[config.mk]
export PLATFORM = sky130hd
export DESIGN_NAME = decode_stage_pipe_flat
export DESIGN_NICKNAME = d
export VERILOG_FILES = /design/src/rtl/decode_pkg.sv /design/src/rtl/decode_stage_pipe_if.sv /design/src/rtl/decode_stage_pipe_regfile_bypass.sv /design/src/rtl/decode_stage_pipe.sv /design/src/flat_wrapper.sv
export SDC_FILE = /design/constraint.sdc
export NUM_CORES = 2
export LEC_CHECK = 0
export CAP_MARGIN = 20
export CELL_PAD_IN_SITES_DETAIL_PLACEMENT = 0
export CELL_PAD_IN_SITES_GLOBAL_PLACEMENT = 1
export CORE_AREA = 8 8 357 359
export CTS_BUF_LIST = sky130_fd_sc_hd__clkbuf_8
export DETAILED_ROUTE_END_ITERATION = 7
export DIE_AREA = 0 0 365 367
export GPL_TIMING_DRIVEN = 0
export HOLD_SLACK_MARGIN = 0.02
export PLACE_DENSITY_LB_ADDON = 0.1
export REMOVE_ABC_BUFFERS = 1
export SYNTH_ARGS = -nofsm -noshare
export SYNTH_HDL_FRONTEND = slang
export SYNTH_SLANG_ARGS = --single-unit
[constraint.sdc]
create_clock -name clk -period 3.3 [get_ports clk]
set_clock_uncertainty 0.1 [all_clocks]
set_input_delay 0.66 -clock clk [delete_from_list [all_inputs] [get_ports clk]]
set_output_delay 0.66 -clock clk [all_outputs]
set_load 0.005 [all_outputs]
[src/rtl/decode_pkg.sv]
// Shared types and constants for the decode stage: control bundle layout,
// the all-zero NOP bundle and instruction field positions.
package decode_pkg;

    localparam int ALUCTL_W = 3;

    typedef struct packed {
        logic                reg_write;
        logic                alu_src;
        logic                mem_write;
        logic                result_src;
        logic                branch;
        logic [ALUCTL_W-1:0] alu_control;
    } ctrl_t;

    localparam ctrl_t CTRL_NOP = '0;

    localparam int RS1_LSB = 15;
    localparam int RS2_LSB = 20;
    localparam int RD_LSB  = 7;

endpackage

[src/rtl/decode_stage_pipe_if.sv]
// Decode-slot, writeback and execute-slot signals of the decode stage.
// The slave modport is the decode stage itself; master is its environment.
interface decode_stage_pipe_if #(
    parameter int XLEN  = 32,
    parameter int AW    = 5,
    parameter int CNT_W = 16
);
    import decode_pkg::*;

    logic             valid_d;
    logic             ready_d;
    logic [31:0]      instr_d;
    logic [XLEN-1:0]  pc_d;
    logic [XLEN-1:0]  pc_plus4_d;
    ctrl_t            ctrl_d;
    logic [XLEN-1:0]  imm_ext_d;

    logic             reg_write_w;
    logic [AW-1:0]    rd_w;
    logic [XLEN-1:0]  result_w;

    logic             flush_e;
    logic             valid_e;
    logic             ready_e;
    ctrl_t            ctrl_e;
    logic [XLEN-1:0]  rd1_e;
    logic [XLEN-1:0]  rd2_e;
    logic [XLEN-1:0]  imm_ext_e;
    logic [XLEN-1:0]  pc_e;
    logic [XLEN-1:0]  pc_plus4_e;
    logic [AW-1:0]    rs1_e;
    logic [AW-1:0]    rs2_e;
    logic [AW-1:0]    rd_e;
    logic [CNT_W-1:0] bubble_cnt;

    modport slave (
        input  valid_d, instr_d, pc_d, pc_plus4_d, ctrl_d, imm_ext_d,
        input  reg_write_w, rd_w, result_w, flush_e, ready_e,
        output ready_d, valid_e, ctrl_e, rd1_e, rd2_e, imm_ext_e, pc_e,
        output pc_plus4_e, rs1_e, rs2_e, rd_e, bubble_cnt
    );

    modport master (
        output valid_d, instr_d, pc_d, pc_plus4_d, ctrl_d, imm_ext_d,
        output reg_write_w, rd_w, result_w, flush_e, ready_e,
        input  ready_d, valid_e, ctrl_e, rd1_e, rd2_e, imm_ext_e, pc_e,
        input  pc_plus4_e, rs1_e, rs2_e, rd_e, bubble_cnt
    );

endinterface

[src/rtl/decode_stage_pipe_regfile_bypass.sv]
// Architectural register file: two read ports, one write port, x0 hardwired
// to zero, and same-cycle write-through so a writeback is visible to decode.
module regfile_bypass #(
    parameter int XLEN = 32,
    parameter int NREG = 32,
    localparam int AW  = $clog2(NREG)
) (
    input  logic            clk,
    input  logic            rst,
    input  logic [AW-1:0]   ra1,
    input  logic [AW-1:0]   ra2,
    output logic [XLEN-1:0] rd1,
    output logic [XLEN-1:0] rd2,
    input  logic            we,
    input  logic [AW-1:0]   wa,
    input  logic [XLEN-1:0] wd
);

    logic [XLEN-1:0] mem [NREG];

    always_ff @(posedge clk) begin
        if (rst) begin
            for (int i = 0; i < NREG; i++) mem[i] <= '0;
        end else if (we && wa != '0) begin
            mem[wa] <= wd;
        end
    end

    always_comb begin
        rd1 = mem[ra1];
        if (ra1 == '0)
            rd1 = '0;
        else if (we && wa == ra1)
            rd1 = wd;
    end

    always_comb begin
        rd2 = mem[ra2];
        if (ra2 == '0)
            rd2 = '0;
        else if (we && wa == ra2)
            rd2 = wd;
    end

endmodule

[src/rtl/decode_stage_pipe.sv]
// Decode stage and ID/EX register: register reads, load-use bubble insertion,
// branch flush, execute back-pressure and a saturating bubble counter.
module decode_stage_pipe
    import decode_pkg::*;
#(
    parameter int XLEN     = 32,
    parameter int NREG     = 32,
    parameter int ALUCTL_W = 3,
    parameter int CNT_W    = 16
) (
    input logic               clk,
    input logic               rst,
    decode_stage_pipe_if.slave bus
);

    localparam int AW = $clog2(NREG);

    // ctrl_t is fixed by the package, so the parameter can only confirm it.
    if (ALUCTL_W != decode_pkg::ALUCTL_W) begin : g_aluctl_check
        $error("ALUCTL_W must match decode_pkg::ALUCTL_W");
    end

    logic [AW-1:0]   rs1_d;
    logic [AW-1:0]   rs2_d;
    logic [AW-1:0]   rd_d;
    logic [XLEN-1:0] rd1_d;
    logic [XLEN-1:0] rd2_d;
    logic            hold;
    logic            hz;
    logic            unused_instr;

    assign rs1_d = bus.instr_d[RS1_LSB +: AW];
    assign rs2_d = bus.instr_d[RS2_LSB +: AW];
    assign rd_d  = bus.instr_d[RD_LSB  +: AW];
    assign unused_instr = ^bus.instr_d;

    regfile_bypass #(
        .XLEN (XLEN),
        .NREG (NREG)
    ) u_rf (
        .clk (clk),
        .rst (rst),
        .ra1 (rs1_d),
        .ra2 (rs2_d),
        .rd1 (rd1_d),
        .rd2 (rd2_d),
        .we  (bus.reg_write_w),
        .wa  (bus.rd_w),
        .wd  (bus.result_w)
    );

    assign hold = bus.valid_e & ~bus.ready_e;
    assign hz   = bus.valid_d & bus.valid_e & bus.ctrl_e.result_src
                & (bus.rd_e != '0) & ((bus.rd_e == rs1_d) | (bus.rd_e == rs2_d));

    // Flush outranks back-pressure and hazards: the D slot is always drained.
    assign bus.ready_d = ~rst & (bus.flush_e | ~(hold | hz));

    always_ff @(posedge clk) begin
        if (rst) begin
            bus.valid_e    <= 1'b0;
            bus.ctrl_e     <= CTRL_NOP;
            bus.rd1_e      <= '0;
            bus.rd2_e      <= '0;
            bus.imm_ext_e  <= '0;
            bus.pc_e       <= '0;
            bus.pc_plus4_e <= '0;
            bus.rs1_e      <= '0;
            bus.rs2_e      <= '0;
            bus.rd_e       <= '0;
            bus.bubble_cnt <= '0;
        end else if (bus.flush_e) begin
            bus.valid_e <= 1'b0;
            bus.ctrl_e  <= CTRL_NOP;
        end else if (!hold) begin
            if (hz) begin
                bus.valid_e <= 1'b0;
                bus.ctrl_e  <= CTRL_NOP;
                if (bus.bubble_cnt != '1)
                    bus.bubble_cnt <= bus.bubble_cnt + CNT_W'(1);
            end else if (bus.valid_d) begin
                bus.valid_e    <= 1'b1;
                bus.ctrl_e     <= bus.ctrl_d;
                bus.rd1_e      <= rd1_d;
                bus.rd2_e      <= rd2_d;
                bus.imm_ext_e  <= bus.imm_ext_d;
                bus.pc_e       <= bus.pc_d;
                bus.pc_plus4_e <= bus.pc_plus4_d;
                bus.rs1_e      <= rs1_d;
                bus.rs2_e      <= rs2_d;
                bus.rd_e       <= rd_d;
            end else begin
                bus.valid_e <= 1'b0;
                bus.ctrl_e  <= CTRL_NOP;
            end
        end
    end

endmodule
[src/flat_wrapper.sv]
// flat-port wrapper written by rule: the top's interface ports become plain ports
module decode_stage_pipe_flat import decode_pkg::*;
#(
    parameter int XLEN     = 32,
    parameter int NREG     = 32,
    parameter int ALUCTL_W = 3,
    parameter int CNT_W    = 16
)
  (clk, rst, bus_valid_d, bus_instr_d, bus_pc_d, bus_pc_plus4_d, bus_ctrl_d, bus_imm_ext_d, bus_reg_write_w, bus_rd_w, bus_result_w, bus_flush_e, bus_ready_e, bus_ready_d, bus_valid_e, bus_ctrl_e, bus_rd1_e, bus_rd2_e, bus_imm_ext_e, bus_pc_e, bus_pc_plus4_e, bus_rs1_e, bus_rs2_e, bus_rd_e, bus_bubble_cnt);
  decode_stage_pipe_if #(.XLEN(XLEN), .CNT_W(CNT_W)) bus_i ();
  input logic clk;
  input logic rst;
  input wire logic [$bits(bus_i.valid_d)-1:0] bus_valid_d;
  input wire logic [$bits(bus_i.instr_d)-1:0] bus_instr_d;
  input wire logic [$bits(bus_i.pc_d)-1:0] bus_pc_d;
  input wire logic [$bits(bus_i.pc_plus4_d)-1:0] bus_pc_plus4_d;
  input wire logic [$bits(bus_i.ctrl_d)-1:0] bus_ctrl_d;
  input wire logic [$bits(bus_i.imm_ext_d)-1:0] bus_imm_ext_d;
  input wire logic [$bits(bus_i.reg_write_w)-1:0] bus_reg_write_w;
  input wire logic [$bits(bus_i.rd_w)-1:0] bus_rd_w;
  input wire logic [$bits(bus_i.result_w)-1:0] bus_result_w;
  input wire logic [$bits(bus_i.flush_e)-1:0] bus_flush_e;
  input wire logic [$bits(bus_i.ready_e)-1:0] bus_ready_e;
  output wire logic [$bits(bus_i.ready_d)-1:0] bus_ready_d;
  output wire logic [$bits(bus_i.valid_e)-1:0] bus_valid_e;
  output wire logic [$bits(bus_i.ctrl_e)-1:0] bus_ctrl_e;
  output wire logic [$bits(bus_i.rd1_e)-1:0] bus_rd1_e;
  output wire logic [$bits(bus_i.rd2_e)-1:0] bus_rd2_e;
  output wire logic [$bits(bus_i.imm_ext_e)-1:0] bus_imm_ext_e;
  output wire logic [$bits(bus_i.pc_e)-1:0] bus_pc_e;
  output wire logic [$bits(bus_i.pc_plus4_e)-1:0] bus_pc_plus4_e;
  output wire logic [$bits(bus_i.rs1_e)-1:0] bus_rs1_e;
  output wire logic [$bits(bus_i.rs2_e)-1:0] bus_rs2_e;
  output wire logic [$bits(bus_i.rd_e)-1:0] bus_rd_e;
  output wire logic [$bits(bus_i.bubble_cnt)-1:0] bus_bubble_cnt;
  assign bus_i.valid_d = bus_valid_d;
  assign bus_i.instr_d = bus_instr_d;
  assign bus_i.pc_d = bus_pc_d;
  assign bus_i.pc_plus4_d = bus_pc_plus4_d;
  assign bus_i.ctrl_d = bus_ctrl_d;
  assign bus_i.imm_ext_d = bus_imm_ext_d;
  assign bus_i.reg_write_w = bus_reg_write_w;
  assign bus_i.rd_w = bus_rd_w;
  assign bus_i.result_w = bus_result_w;
  assign bus_i.flush_e = bus_flush_e;
  assign bus_i.ready_e = bus_ready_e;
  assign bus_ready_d = bus_i.ready_d;
  assign bus_valid_e = bus_i.valid_e;
  assign bus_ctrl_e = bus_i.ctrl_e;
  assign bus_rd1_e = bus_i.rd1_e;
  assign bus_rd2_e = bus_i.rd2_e;
  assign bus_imm_ext_e = bus_i.imm_ext_e;
  assign bus_pc_e = bus_i.pc_e;
  assign bus_pc_plus4_e = bus_i.pc_plus4_e;
  assign bus_rs1_e = bus_i.rs1_e;
  assign bus_rs2_e = bus_i.rs2_e;
  assign bus_rd_e = bus_i.rd_e;
  assign bus_bubble_cnt = bus_i.bubble_cnt;
  decode_stage_pipe #(.XLEN(XLEN), .NREG(NREG), .ALUCTL_W(ALUCTL_W), .CNT_W(CNT_W)) u_core (.clk(clk), .rst(rst), .bus(bus_i));
endmodule
==> parameters.txt <==
Parameter                              Value

Run status
  Status    complete, but fails checks
  Failing checks    setup timing

Logic synthesis
  Largest cells by area after synthesis    edfxtp_1 49%, mux4_2 18%, and2_1 9.9%
  Unique masters post-synth    54
  Post-synthesis cell area    62800 um^2
  Number of warnings issued by yosys    0
  Synthesized netlist cell count    4347
  Share of synthesized area occupied by flip-flops and latches    55.34%
  Area share of the largest cell type after synthesis    48.97%
  Most repeated cell in the gate-level netlist after synthesis    edfxtp_1
  Synth top cells by count    1024 x edfxtp_1, 992 x and2_1, 499 x mux4_2, 343 x clkbuf_1
  Most instantiated flip-flop cell in the synthesis netlist    edfxtp_1
  Count of flip-flops with a built-in enable after synthesis    1024
  Average size of a mapped cell    14.45 um^2
  Share of flip-flops with an asynchronous set or reset after synthesis    0%
  Post-synthesis cell type with the largest combined area    edfxtp_1
  Number of storage elements in the synthesis netlist    1224

Global route
  Global-route wire length before repair    315700 um
  GR Util All Layers    33.25%
  Via count of the first global-routing pass    42180
  Antenna violations before repair    29
  Total global routing overflow    0
  Maximum number of pins on one net before global-route repair    181

Routing
  DRT Wirelength    228900 um
  Number of vias in the routed layout    42960
  Wirelength per Cell    35.39 um
  Via/cell ratio    6.642
  First-pass detailed-route iteration total    6
  # DRC    0
  Final antenna-violating net count    0
  DR iter-0 viols    5930

Min path
  Worst hold endpoint    u_core.u_rf.mem[0][14]
  Hold depth    1
  Origin of the worst min-delay path    rst
  Path category of the worst min-delay check    in2reg

Worst setup path
  Delay of the slowest cell on the worst path    0.34 ns
  Slack of the worst reg-to-reg path    0.33 ns
  Critical setup path kind    in2out
  Most frequent cell on the critical path    buf_16
  Worst-path fanout max    73
  Master of the slowest instance on the critical path    buf_16
  Critical path launch point type    primary input
  WP data arrival    2.79 ns
  Capturing point of the worst reg2reg path    u_core.bus.rd1_e[31]
  Required time of the critical path    2.54 ns
  Worst reg2reg path startpoint    u_core.bus.rd_e[0]
  Cell depth of the worst flop-to-flop path    7
  Type of element capturing the critical path    primary output
  Cell breakdown of the critical path    buf_16 > buf_16 > xnor2_1 > nand2_2 > o22a_4 > buf_16 > o21ai_1 > a21oi_1 > dlygate4sd2_1

Floorplan
  Rows    128
  Starting density of the core    51.73%
  Vertical extent of the die    367 um
  Chip width    365 um
  DIE AREA    134000 um^2
  Floorplan core area    121400 um^2
  Total I/O pin count    380

Timing
  Transition time at the pin with the least slew margin    1.094 ns
  Worst max-slew margin expressed relative to the limit    26.86%
  Count of endpoints failing hold in the final timing report    0
  Count of pins over their slew limit    0
  Unrepaired setup endpoints after global routing    true
  Final period util    107.7%
  Min Clock Period, post-route    3.555 ns
  Achievable frequency    281.3 MHz
  Worst Hold Margin    0.1248 ns
  Slack of the critical path    -0.2548 ns
  Setup-failing EPs final    47

Final layout
  Final cell utilization of the core    61.16%
  Final net count    4841
  Finished Layout Cells    6469
  Area of the multi-input gates    26460 um^2
  Layout fillers    9262
  Fraction of final layout cells sized beyond drive strength 1    22.42%
  Post-synthesis to final-layout area growth    18.23%
  Register cell area after layout    34760 um^2

Clock network
  Source-to-sink clock delay at the later pin of the worst-skew pair    0.95 ns
  Clock slew seen by the registers of the worst setup and hold paths    0.06 ns
  Clk root buf    clkbuf_8
  TritonCTS clock tree    built
  H-tree depth reported by CTS    4
  Clock Tree Buf Depth    3
  CTS Buf Count    207
  Clock Sink Count    1224

Place
  Placed instance count    6001
  DP HPWL    140800 um
  Placer's final routability congestion estimate    0.7980
  PortBufs    362
  Post-place setup slack    -1.925 ns

Power and ir drop
  Cell internal pwr    26.14 mW
  Net switching share of the total power    26.20%
  Worst ir drop on vdd    0.0004535 V
  Reg power frac    51.0%
  Net switching power of the design    9.283 mW
  Clock network fraction of total power    36.4%
  Power per cell area    477.2 nW/um^2
  Combinational Power Share    12.6%
  Static leakage power    25.45 nW

Run
  Count of max-cap constraint violations    0
-- critical path, delay by kind of cell --
family | cells | cell delay [ns]
buffers and inverters | 4 | 1.13
AO/OA/AOI/OAI | 3 | 0.54
AND/OR/NAND/NOR | 1 | 0.19
XOR/XNOR | 1 | 0.18
-- metal layers --
layer,part of all wire (%),track usage (%)
met3,14,11.11
met4,4.4,13.39
met1,37,44.45
met5,0.024,0
met2,44,50.17
-- layout make-up --
| cell class | count | share of cell area, % |
|---|---|---|
| Tap cell | 1625 | 2.739 |
| Multi-Input combinational cell | 2675 | 35.64 |
| Clock buffer | 231 | 4.282 |
| Inverter | 1 | 0.005056 |
| Clock inverter | 148 | 0.8460 |
| Sequential cell | 1224 | 46.82 |
| Timing Repair Buffer | 552 | 9.623 |
| Antenna cell | 13 | 0.04382 |
-- registers in the layout (all words and copies together), names as in the netlist --
name                   cells
u_core.bus.rd1_e          32
u_core.bus.rd2_e          32
u_core.bus.rs2_e           5
u_core.bus.rs1_e           5
u_core.bus.pc_e           32
u_core.bus.bubble_cnt     16
u_core.bus.rd_e            5
u_core.bus.imm_ext_e      32
u_core.u_rf.mem         1024
u_core.bus.valid_e         1
u_core.bus.ctrl_e          8
u_core.bus.pc_plus4_e     32
-- timing repair --
action,CTS,global route
setup buffers,48,1
hold endpoints to repair,3,0
hold buffers,2,0
setup endpoints to repair,1036,382
pin swaps,30,3
gates cloned,9,1
gates resized for setup,29,6
-- metrics by stage --
stage / TNS, ns / total power [mW] / instance area [um^2]
floorplan: -1277.68 / 20.28 / 60790
global placement: - / 23.77 / 66440
detailed placement: -2149.61 / 22.65 / 69360
CTS: -0.5924 / 35.39 / 73820
global route: -0.3137 / 36.40 / 74220
finish: -1.620 / 35.43 / 74250
-- power by group through the flow --
stage	sequential (mW)	combinational, mW	clock (mW)
CTS	18.0	4.38	13.0
floorplan	18.2	2.11	0
finish	18.1	4.48	12.9
detailed placement	18.4	4.29	0
global route	18.1	4.63	13.6
global placement	18.3	5.45	0
-- worst max path at each step --
stage	start	endpoint	slack [ns]
after global routing	bus_instr_d[17]	bus_ready_d	-0.31
after global placement	bus_instr_d[15]	u_core.bus.rd2_e[23]	-42.78
after detailed placement	bus_rd_w[3]	u_core.u_rf.mem[4][8]	-1.92
after CTS	bus_instr_d[17]	bus_ready_d	-0.29
after floorplan	bus_instr_d[18]	u_core.bus.rd2_e[0]	-8.62
final	bus_instr_d[17]	bus_ready_d	-0.25
-- cell usage in the layout, fill, tap and decap left out, drive strengths merged, types with 14 or more instances in the layout --
| master | n |
|---|---|
| a2111oi | 32 |
| a21oi | 18 |
| a221o | 32 |
| and2 | 992 |
| buf | 178 |
| clkbuf | 240 |
| clkdlybuf4s50 | 346 |
| clkinv | 52 |
| conb | 32 |
| dfxtp | 200 |
| edfxtp | 1024 |
| inv | 94 |
| mux2i | 112 |
| mux4 | 512 |
| nand2 | 14 |
| nand2b | 257 |
| nor2 | 47 |
| nor2b | 41 |
| nor4 | 40 |
| o2111ai | 46 |
| o211ai | 65 |
| o22ai | 257 |
| or2 | 34 |
| or4 | 41 |
-- cells by family after synthesis --
group,count (synthesis),synth area share [%]
XOR/XNOR,20,0.2790
adder cells (fa/ha/maj),1,0.01992
multiplexers,631,20.35
other,1,0.005972
buffers and inverters,483,3.389
flip-flops,1224,55.34
AND/OR/NAND/NOR,1520,15.03
AO/OA/AOI/OAI,467,5.585
Power figures use the tool's default switching activity.
